[config.mk]
export PLATFORM = sky130hd
export DESIGN_NAME = lcd_ram_scanner_flat
export DESIGN_NICKNAME = d
export VERILOG_FILES = /design/src/rtl/lcd_ram_scanner_if.sv /design/src/rtl/lcd_ram_scanner.sv /design/src/flat_wrapper.sv
export SDC_FILE = /design/constraint.sdc
export NUM_CORES = 1
export LEC_CHECK = 0
export ABC_AREA = 1
export BUFFER_PORTS_ARGS = -buffer_cell sky130_fd_sc_hd__buf_2
export CAP_MARGIN = 10
export CORE_MARGIN = 3
export CORE_UTILIZATION = 51
export CTS_CLUSTER_DIAMETER = 30
export DETAILED_ROUTE_END_ITERATION = 7
export GPL_ROUTABILITY_DRIVEN = 1
export PLACE_DENSITY = 0.78
export SLEW_MARGIN = 20
export SYNTH_ARGS = -nofsm -noshare
export SYNTH_HDL_FRONTEND = slang
export SYNTH_SLANG_ARGS = --single-unit
[constraint.sdc]
create_clock -name clk -period 2 [get_ports clk]
set_clock_uncertainty 0.15 [all_clocks]
set_input_delay 0.2 -clock clk [delete_from_list [all_inputs] [get_ports clk]]
set_output_delay 0.2 -clock clk [all_outputs]
set_load 0.005 [all_outputs]
[src/rtl/lcd_ram_scanner_if.sv]
// RAM read-port and LCD pin bundle for the LCD RAM scanner.
// The scanner is the master: it drives the RAM address and the LCD pins,
// and it consumes the RAM write-enable and read data.
interface lcd_ram_scanner_if #(
  parameter int DATA_WIDTH    = 32,
  parameter int ADDRESS_WIDTH = 12
);
  logic                     ramWEn;
  logic [ADDRESS_WIDTH-1:0] lcdOutAddr;
  logic [DATA_WIDTH-1:0]    lcdDataOut;
  logic                     lcd_rs;
  logic                     lcd_rw;
  logic                     lcd_e;
  logic [7:0]               lcd_data;
  logic                     frame_done;

  modport master (
    input  ramWEn, lcdDataOut,
    output lcdOutAddr, lcd_rs, lcd_rw, lcd_e, lcd_data, frame_done
  );

  modport slave (
    output ramWEn, lcdDataOut,
    input  lcdOutAddr, lcd_rs, lcd_rw, lcd_e, lcd_data, frame_done
  );
endinterface

[src/rtl/lcd_ram_scanner.sv]
// Mirrors a 2x16 character window of the data RAM onto an HD44780 panel
// (8-bit, write-only, open-loop timing). Power-on init runs once, then the
// whole screen is refreshed forever.
//
// state      | meaning
// -----------+---------------------------------------------------------
// S_PWR_WAIT | power-up settle delay before the first command
// S_INIT     | pick the next of the four init commands, start a transfer
// S_SET_LINE | send DDRAM address 0x80 (line 0) or 0xC0 (line 1)
// S_FETCH    | RAM address held; retry while the RAM is being written
// S_LATCH    | RAM read data valid; sanitize and start a data transfer
// S_XFER     | setup / E high / hold / post-command delay
// S_NEXT     | advance char index, choose line switch or frame wrap
module lcd_ram_scanner #(
  parameter int DATA_WIDTH    = 32,
  parameter int ADDRESS_WIDTH = 12,
  parameter int LCD_BASE      = 3840,
  parameter int CLKS_PER_US   = 50,
  parameter int E_HIGH        = 12
) (
  input  logic              clk,
  input  logic              reset_n,
  lcd_ram_scanner_if.master bus
);

  typedef enum logic [2:0] {
    S_PWR_WAIT, S_INIT, S_SET_LINE, S_FETCH, S_LATCH, S_XFER, S_NEXT
  } state_t;

  typedef enum logic [1:0] {PH_SETUP, PH_EHIGH, PH_HOLD, PH_WAIT} phase_t;

  // What to do once a transfer's delay expires.
  typedef enum logic [1:0] {K_INIT, K_LINE, K_DATA} kind_t;

  localparam logic [23:0] DLY_PWR = 24'(15000 * CLKS_PER_US - 1);
  localparam logic [23:0] DLY_CLR = 24'(1640 * CLKS_PER_US - 1);
  localparam logic [23:0] DLY_STD = 24'(40 * CLKS_PER_US - 1);
  localparam logic [23:0] DLY_EHI = 24'(E_HIGH - 1);
  localparam logic [ADDRESS_WIDTH-1:0] BASE_A = ADDRESS_WIDTH'(LCD_BASE);

  state_t                   state_q, state_d;
  phase_t                   phase_q, phase_d;
  kind_t                    kind_q, kind_d;
  logic [23:0]              dly_q, dly_d;
  logic                     armed_q, armed_d;
  logic [1:0]               init_idx_q, init_idx_d;
  logic [4:0]               idx_q, idx_d;
  logic                     rs_q, rs_d;
  logic [7:0]               data_q, data_d;
  logic                     e_q, e_d;
  logic [ADDRESS_WIDTH-1:0] addr_q, addr_d;
  logic                     fd_q, fd_d;

  // Only the low byte of a RAM word carries the character.
  logic unused_hi;
  assign unused_hi = ^bus.lcdDataOut[DATA_WIDTH-1:8];

  function automatic logic [7:0] init_cmd(input logic [1:0] i);
    case (i)
      2'd0:    return 8'h38;
      2'd1:    return 8'h0C;
      2'd2:    return 8'h01;
      default: return 8'h06;
    endcase
  endfunction

  // Non-printable codes would show CGRAM/garbage glyphs; show a blank instead.
  function automatic logic [7:0] sanitize(input logic [7:0] b);
    return (b >= 8'h20 && b <= 8'h7E) ? b : 8'h20;
  endfunction

  // State and output registers; reset drops lcd_e immediately.
  always_ff @(posedge clk or negedge reset_n) begin
    if (!reset_n) begin
      state_q    <= S_PWR_WAIT;
      phase_q    <= PH_SETUP;
      kind_q     <= K_INIT;
      dly_q      <= '0;
      armed_q    <= 1'b0;
      init_idx_q <= '0;
      idx_q      <= '0;
      rs_q       <= 1'b0;
      data_q     <= '0;
      e_q        <= 1'b0;
      addr_q     <= BASE_A;
      fd_q       <= 1'b0;
    end else begin
      state_q    <= state_d;
      phase_q    <= phase_d;
      kind_q     <= kind_d;
      dly_q      <= dly_d;
      armed_q    <= armed_d;
      init_idx_q <= init_idx_d;
      idx_q      <= idx_d;
      rs_q       <= rs_d;
      data_q     <= data_d;
      e_q        <= e_d;
      addr_q     <= addr_d;
      fd_q       <= fd_d;
    end
  end

  // Next-state logic: sequencing, transfer timing and output values.
  always_comb begin
    state_d    = state_q;
    phase_d    = phase_q;
    kind_d     = kind_q;
    dly_d      = dly_q;
    armed_d    = armed_q;
    init_idx_d = init_idx_q;
    idx_d      = idx_q;
    rs_d       = rs_q;
    data_d     = data_q;
    e_d        = e_q;
    fd_d       = 1'b0;

    case (state_q)
      S_PWR_WAIT: begin
        // First cycle after reset loads the counter, then it counts down.
        if (!armed_q) begin
          dly_d   = DLY_PWR;
          armed_d = 1'b1;
        end else if (dly_q == '0) begin
          init_idx_d = '0;
          state_d    = S_INIT;
        end else begin
          dly_d = dly_q - 24'd1;
        end
      end
      S_INIT: begin
        rs_d    = 1'b0;
        data_d  = init_cmd(init_idx_q);
        kind_d  = K_INIT;
        phase_d = PH_SETUP;
        state_d = S_XFER;
      end
      S_SET_LINE: begin
        rs_d    = 1'b0;
        data_d  = idx_q[4] ? 8'hC0 : 8'h80;
        kind_d  = K_LINE;
        phase_d = PH_SETUP;
        state_d = S_XFER;
      end
      S_FETCH: begin
        // A RAM write in this cycle suppresses the read, so try again.
        if (!bus.ramWEn) state_d = S_LATCH;
      end
      S_LATCH: begin
        rs_d    = 1'b1;
        data_d  = sanitize(bus.lcdDataOut[7:0]);
        kind_d  = K_DATA;
        phase_d = PH_SETUP;
        state_d = S_XFER;
      end
      S_XFER: begin
        case (phase_q)
          PH_SETUP: begin
            e_d     = 1'b1;
            dly_d   = DLY_EHI;
            phase_d = PH_EHIGH;
          end
          PH_EHIGH: begin
            if (dly_q == '0) begin
              e_d     = 1'b0;
              phase_d = PH_HOLD;
            end else begin
              dly_d = dly_q - 24'd1;
            end
          end
          PH_HOLD: begin
            // Clear-display is the only slow command.
            dly_d   = (!rs_q && data_q == 8'h01) ? DLY_CLR : DLY_STD;
            phase_d = PH_WAIT;
          end
          PH_WAIT: begin
            if (dly_q == '0) begin
              case (kind_q)
                K_INIT: begin
                  if (init_idx_q == 2'd3) begin
                    state_d = S_SET_LINE;
                  end else begin
                    init_idx_d = init_idx_q + 2'd1;
                    state_d    = S_INIT;
                  end
                end
                K_LINE:  state_d = S_FETCH;
                default: state_d = S_NEXT;
              endcase
            end else begin
              dly_d = dly_q - 24'd1;
            end
          end
          default: phase_d = PH_SETUP;
        endcase
      end
      S_NEXT: begin
        idx_d = idx_q + 5'd1;
        if (idx_q == 5'd15) begin
          state_d = S_SET_LINE;
        end else if (idx_q == 5'd31) begin
          fd_d    = 1'b1;
          state_d = S_SET_LINE;
        end else begin
          state_d = S_FETCH;
        end
      end
      default: state_d = S_PWR_WAIT;
    endcase

    // The RAM address moves only when FETCH is entered, so a retried
    // fetch keeps presenting the same word.
    addr_d = addr_q;
    if (state_d == S_FETCH && state_q != S_FETCH)
      addr_d = BASE_A + ADDRESS_WIDTH'(idx_d);
  end

  assign bus.lcdOutAddr = addr_q;
  assign bus.lcd_rs     = rs_q;
  assign bus.lcd_rw     = 1'b0;
  assign bus.lcd_e      = e_q;
  assign bus.lcd_data   = data_q;
  assign bus.frame_done = fd_q;

endmodule
[src/flat_wrapper.sv]
// flat-port wrapper written by rule: the top's interface ports become plain ports
module lcd_ram_scanner_flat 
#(
  parameter int DATA_WIDTH    = 32,
  parameter int ADDRESS_WIDTH = 12,
  parameter int LCD_BASE      = 3840,
  parameter int CLKS_PER_US   = 50,
  parameter int E_HIGH        = 12
)
  (clk, reset_n, bus_ramWEn, bus_lcdDataOut, bus_lcdOutAddr, bus_lcd_rs, bus_lcd_rw, bus_lcd_e, bus_lcd_data, bus_frame_done);
  lcd_ram_scanner_if #(.DATA_WIDTH(DATA_WIDTH), .ADDRESS_WIDTH(ADDRESS_WIDTH)) bus_i ();
  input  logic clk;
  input  logic reset_n;
  input wire logic [$bits(bus_i.ramWEn)-1:0] bus_ramWEn;
  input wire logic [$bits(bus_i.lcdDataOut)-1:0] bus_lcdDataOut;
  output wire logic [$bits(bus_i.lcdOutAddr)-1:0] bus_lcdOutAddr;
  output wire logic [$bits(bus_i.lcd_rs)-1:0] bus_lcd_rs;
  output wire logic [$bits(bus_i.lcd_rw)-1:0] bus_lcd_rw;
  output wire logic [$bits(bus_i.lcd_e)-1:0] bus_lcd_e;
  output wire logic [$bits(bus_i.lcd_data)-1:0] bus_lcd_data;
  output wire logic [$bits(bus_i.frame_done)-1:0] bus_frame_done;
  assign bus_i.ramWEn = bus_ramWEn;
  assign bus_i.lcdDataOut = bus_lcdDataOut;
  assign bus_lcdOutAddr = bus_i.lcdOutAddr;
  assign bus_lcd_rs = bus_i.lcd_rs;
  assign bus_lcd_rw = bus_i.lcd_rw;
  assign bus_lcd_e = bus_i.lcd_e;
  assign bus_lcd_data = bus_i.lcd_data;
  assign bus_frame_done = bus_i.frame_done;
  lcd_ram_scanner #(.DATA_WIDTH(DATA_WIDTH), .ADDRESS_WIDTH(ADDRESS_WIDTH), .LCD_BASE(LCD_BASE), .CLKS_PER_US(CLKS_PER_US), .E_HIGH(E_HIGH)) u_core (.clk(clk), .reset_n(reset_n), .bus(bus_i));
endmodule
==> metrics <==
crit path capture type=register; worst vdd ir=just under 500 uV; I/O Buffers=26; clk slew on worst S/H paths=about 110 ps; I/O pin total=just under 60; Layout area overhead=23.05%; Max clock buf depth=2; MaxCap Viol Count=0; diode count=0; Die ar.=between 0.007 and 0.008 mm2; worst setup margin=23.23 ps; crit path launch type=register; largest net degree at the start of global routing=56; synthesized area per cell=7.604 um2; Hold WC Path Type=input pin to register; max frequency=around 500 MHz; number of global-route vias before repair=3064; drt pass-1 iters=5; FF-to-FF Start=u_core.dly_q[0]; via count normalized by instance count=around 5.3; Max FO, Critical Path=7; GRT Total Usage=between 20% and 30%; share of cells above drive strength 1=25.87%; clock network fraction of total power=about two fifths; filler cell count=509; DR DRC count=0; fin nets=593; part of the power in registers=56.7%; total CTS buffers=5; LEAKAGE=between 2 and 2.5 nW; GR Overflow Total=0; DR vias=3312; core area=around 0.0065 mm2; first-pass GRT wire length=about 14 mm; CTS root buffer=clkbuf_8; status=completed; Synth Warn #=0; Crit Path Category=register to register; Synth Flop Type=dfrtp_1; post-synthesis cell area=~0.0035 mm2; final hold viol count=0; Post-synth ARST share=100.0%; worst hold start=bus_lcdDataOut[1]; top cells by area, synth=dfrtp_1, nand2_1, nor2_1; Critical Path RT=approximately 2100 ps; Util after Layout=66.48%; P_sw=roughly 0.44 mW; Yosys reg bits=55; Initial DRC Count=between 200 and 250; DP Worst Slack=-43.73 ps; Post-synth EDFFs=0; antenna-violating nets left=0; CTS sink count=55; Starting Density=a little over half; multi-input logic area=just under 0.002 mm2; routed len/inst=around 14 um; pins over their slew limit=0; crit share post-route=98.84%; Yosys top cell area share=approximately 40%; final worst path period need=~2000 ps; Logic pwr share=roughly 2.7%; Cell Int Power=1.518 mW; synth cell count leaders=nand2_1, nor2_1, dfrtp_1; setup TNS=0 ps; htree depth=2; post-synth top area cell=dfrtp_1; count of different cell masters after synthesis=39; gpl congestion=approximately 0.96; Reg area=0.001378 mm2; DP HPWL=roughly 6.5 mm; PnR Total Power=between 1.5 and 2 mW; initial antenna violation count=0; num rows=29; sw frac=22.53%; cells after synthesis=approximately 460; WL final=8.701 mm; worst skew pair latency=between 300 and 400 ps; Seq/Total Area, Yosys=39.01%; die height=about 90 um; CTS tree=yes; setup violators final=0; Power Density=about 450 mW/mm2; Critical Path Source=u_core.dly_q[0]; unrepaired setup endpoints after global routing=true; top-count cell post-synth=nand2_1; worst path arrival time=approximately 2100 ps; Die Width=89.18 um
## final timing paths
| kind | end | slack, ps | cells past startpoint |
|---|---|---|---|
| hold / removal | u_core.bus.lcd_data[1] | 6 | 3 |
| min in group asynchronous | u_core.dly_q[9] | 240 | 3 |
| setup reg to reg | u_core.bus.lcdOutAddr[3] | 20 | 13 |
| setup / recovery | u_core.bus.lcdOutAddr[3] | 20 | 13 |
| hold reg to reg | u_core.bus.lcdOutAddr[1] | 330 | 2 |
| max in group asynchronous | u_core.dly_q[22] | 1190 | 3 |
## cell families after synthesis
group | after synthesis | synth area share (%)
buffers and inverters | 70 | 8.475
xor gates and xnor gates | 14 | 3.475
adders and majority gates | 14 | 4.965
muxes | 1 | 0.3191
other | 2 | 0.2128
AOI/OAI and AO/OA | 64 | 10.99
and+or+nand+nor | 244 | 32.55
DFF | 55 | 39.01
## stage by stage
stage | instances | hold WS (ps) | instance area, um2
detailed placement | 594 | 69.69 | 3959
floorplan | 470 | -245.6 | 3553
global placement | 594 | 70.65 | 3959
finish | 622 | 5.998 | 4342
CTS | 609 | 6.070 | 4155
global route | 622 | 23.06 | 4342
## per-layer routing
metal,GRT usage (%),share of wire (%)
met1,30.24,45
met2,37.58,49
met3,3.687,4.4
met4,7.713,2.2
met5,0,0
## layout make-up
class | instances | area share (%)
tap | 77 | 2.219
sequential | 55 | 31.73
multi-input combinational | 345 | 45.50
timing repair buffer | 79 | 12.74
inverter | 58 | 5.072
clock inverter | 3 | 1.153
clock buffer | 5 | 1.585
## timing repair
action | CTS | global route
pin swaps | 3 | 15
hold buffers | 5 | 0
buffers inserted | 2 | 13
endpoints found under the setup margin | 5 | 25
gates resized for setup | 4 | 24
hold endpoints to repair | 59 | 0
## cell usage in the layout, fill, tap and decap left out, types with 2 or more instances in the layout
cell           instances
nand3_2                3
nor2_2                10
buf_2                 26
nand3_1               35
o21ai_1                3
inv_2                  7
o211ai_1               2
a22oi_1                6
dlygate4sd3_1          5
a21oi_4                2
xor2_1                13
nor4_1                 4
ha_1                  12
nor2_1                60
conb_1                 8
nand4_1                6
clkbuf_8               5
o22ai_1                2
buf_4                 47
inv_1                 50
a31oi_1                2
a21oi_1               21
nand2_4                4
nor2_4                10
o21bai_1               2
o31ai_1                2
nor3_1                 6
or2_2                  2
o21ai_0               18
nand2_2               10
nand2_1               89
dfrtp_1               54
## power by group through the flow
stage	sequential [mW]	clock (mW)	combinational, mW
2_1_floorplan	1.13	0	0.0189
3_3_place_gp	1.13	0	0.0469
3_5_place_dp	1.13	0	0.0478
4_1_cts	1.11	0.809	0.0552
5_1_grt	1.11	0.851	0.0622
6_report	1.11	0.794	0.0538
## worst max-delay path: stages, from the launching register on
cell and delay (ps):
dfrtp_1 390, inv_1 100, ha_4 150, nand2_4 70, nor2_4 140, nand2_4 80, nor2_8 140, nand2_1 100
nor2_1 140, nor2_1 100, nand2_4 120, nand2_4 70, nand2_1 70, nand2_1 50
## registers in the layout (all words and copies together), names as in the netlist
name and cells:
u_core.dly_q 24, u_core.init_idx_q 2, u_core.bus.lcdOutAddr 5, u_core.state_q 3
u_core.kind_q 2, u_core.bus.frame_done 1, u_core.idx_q 5, u_core.bus.lcd_data 8
u_core.armed_q 1, u_core.bus.lcd_e 1, u_core.bus.lcd_rs 1, u_core.phase_q 2
(Power assumes the default switching activity.)
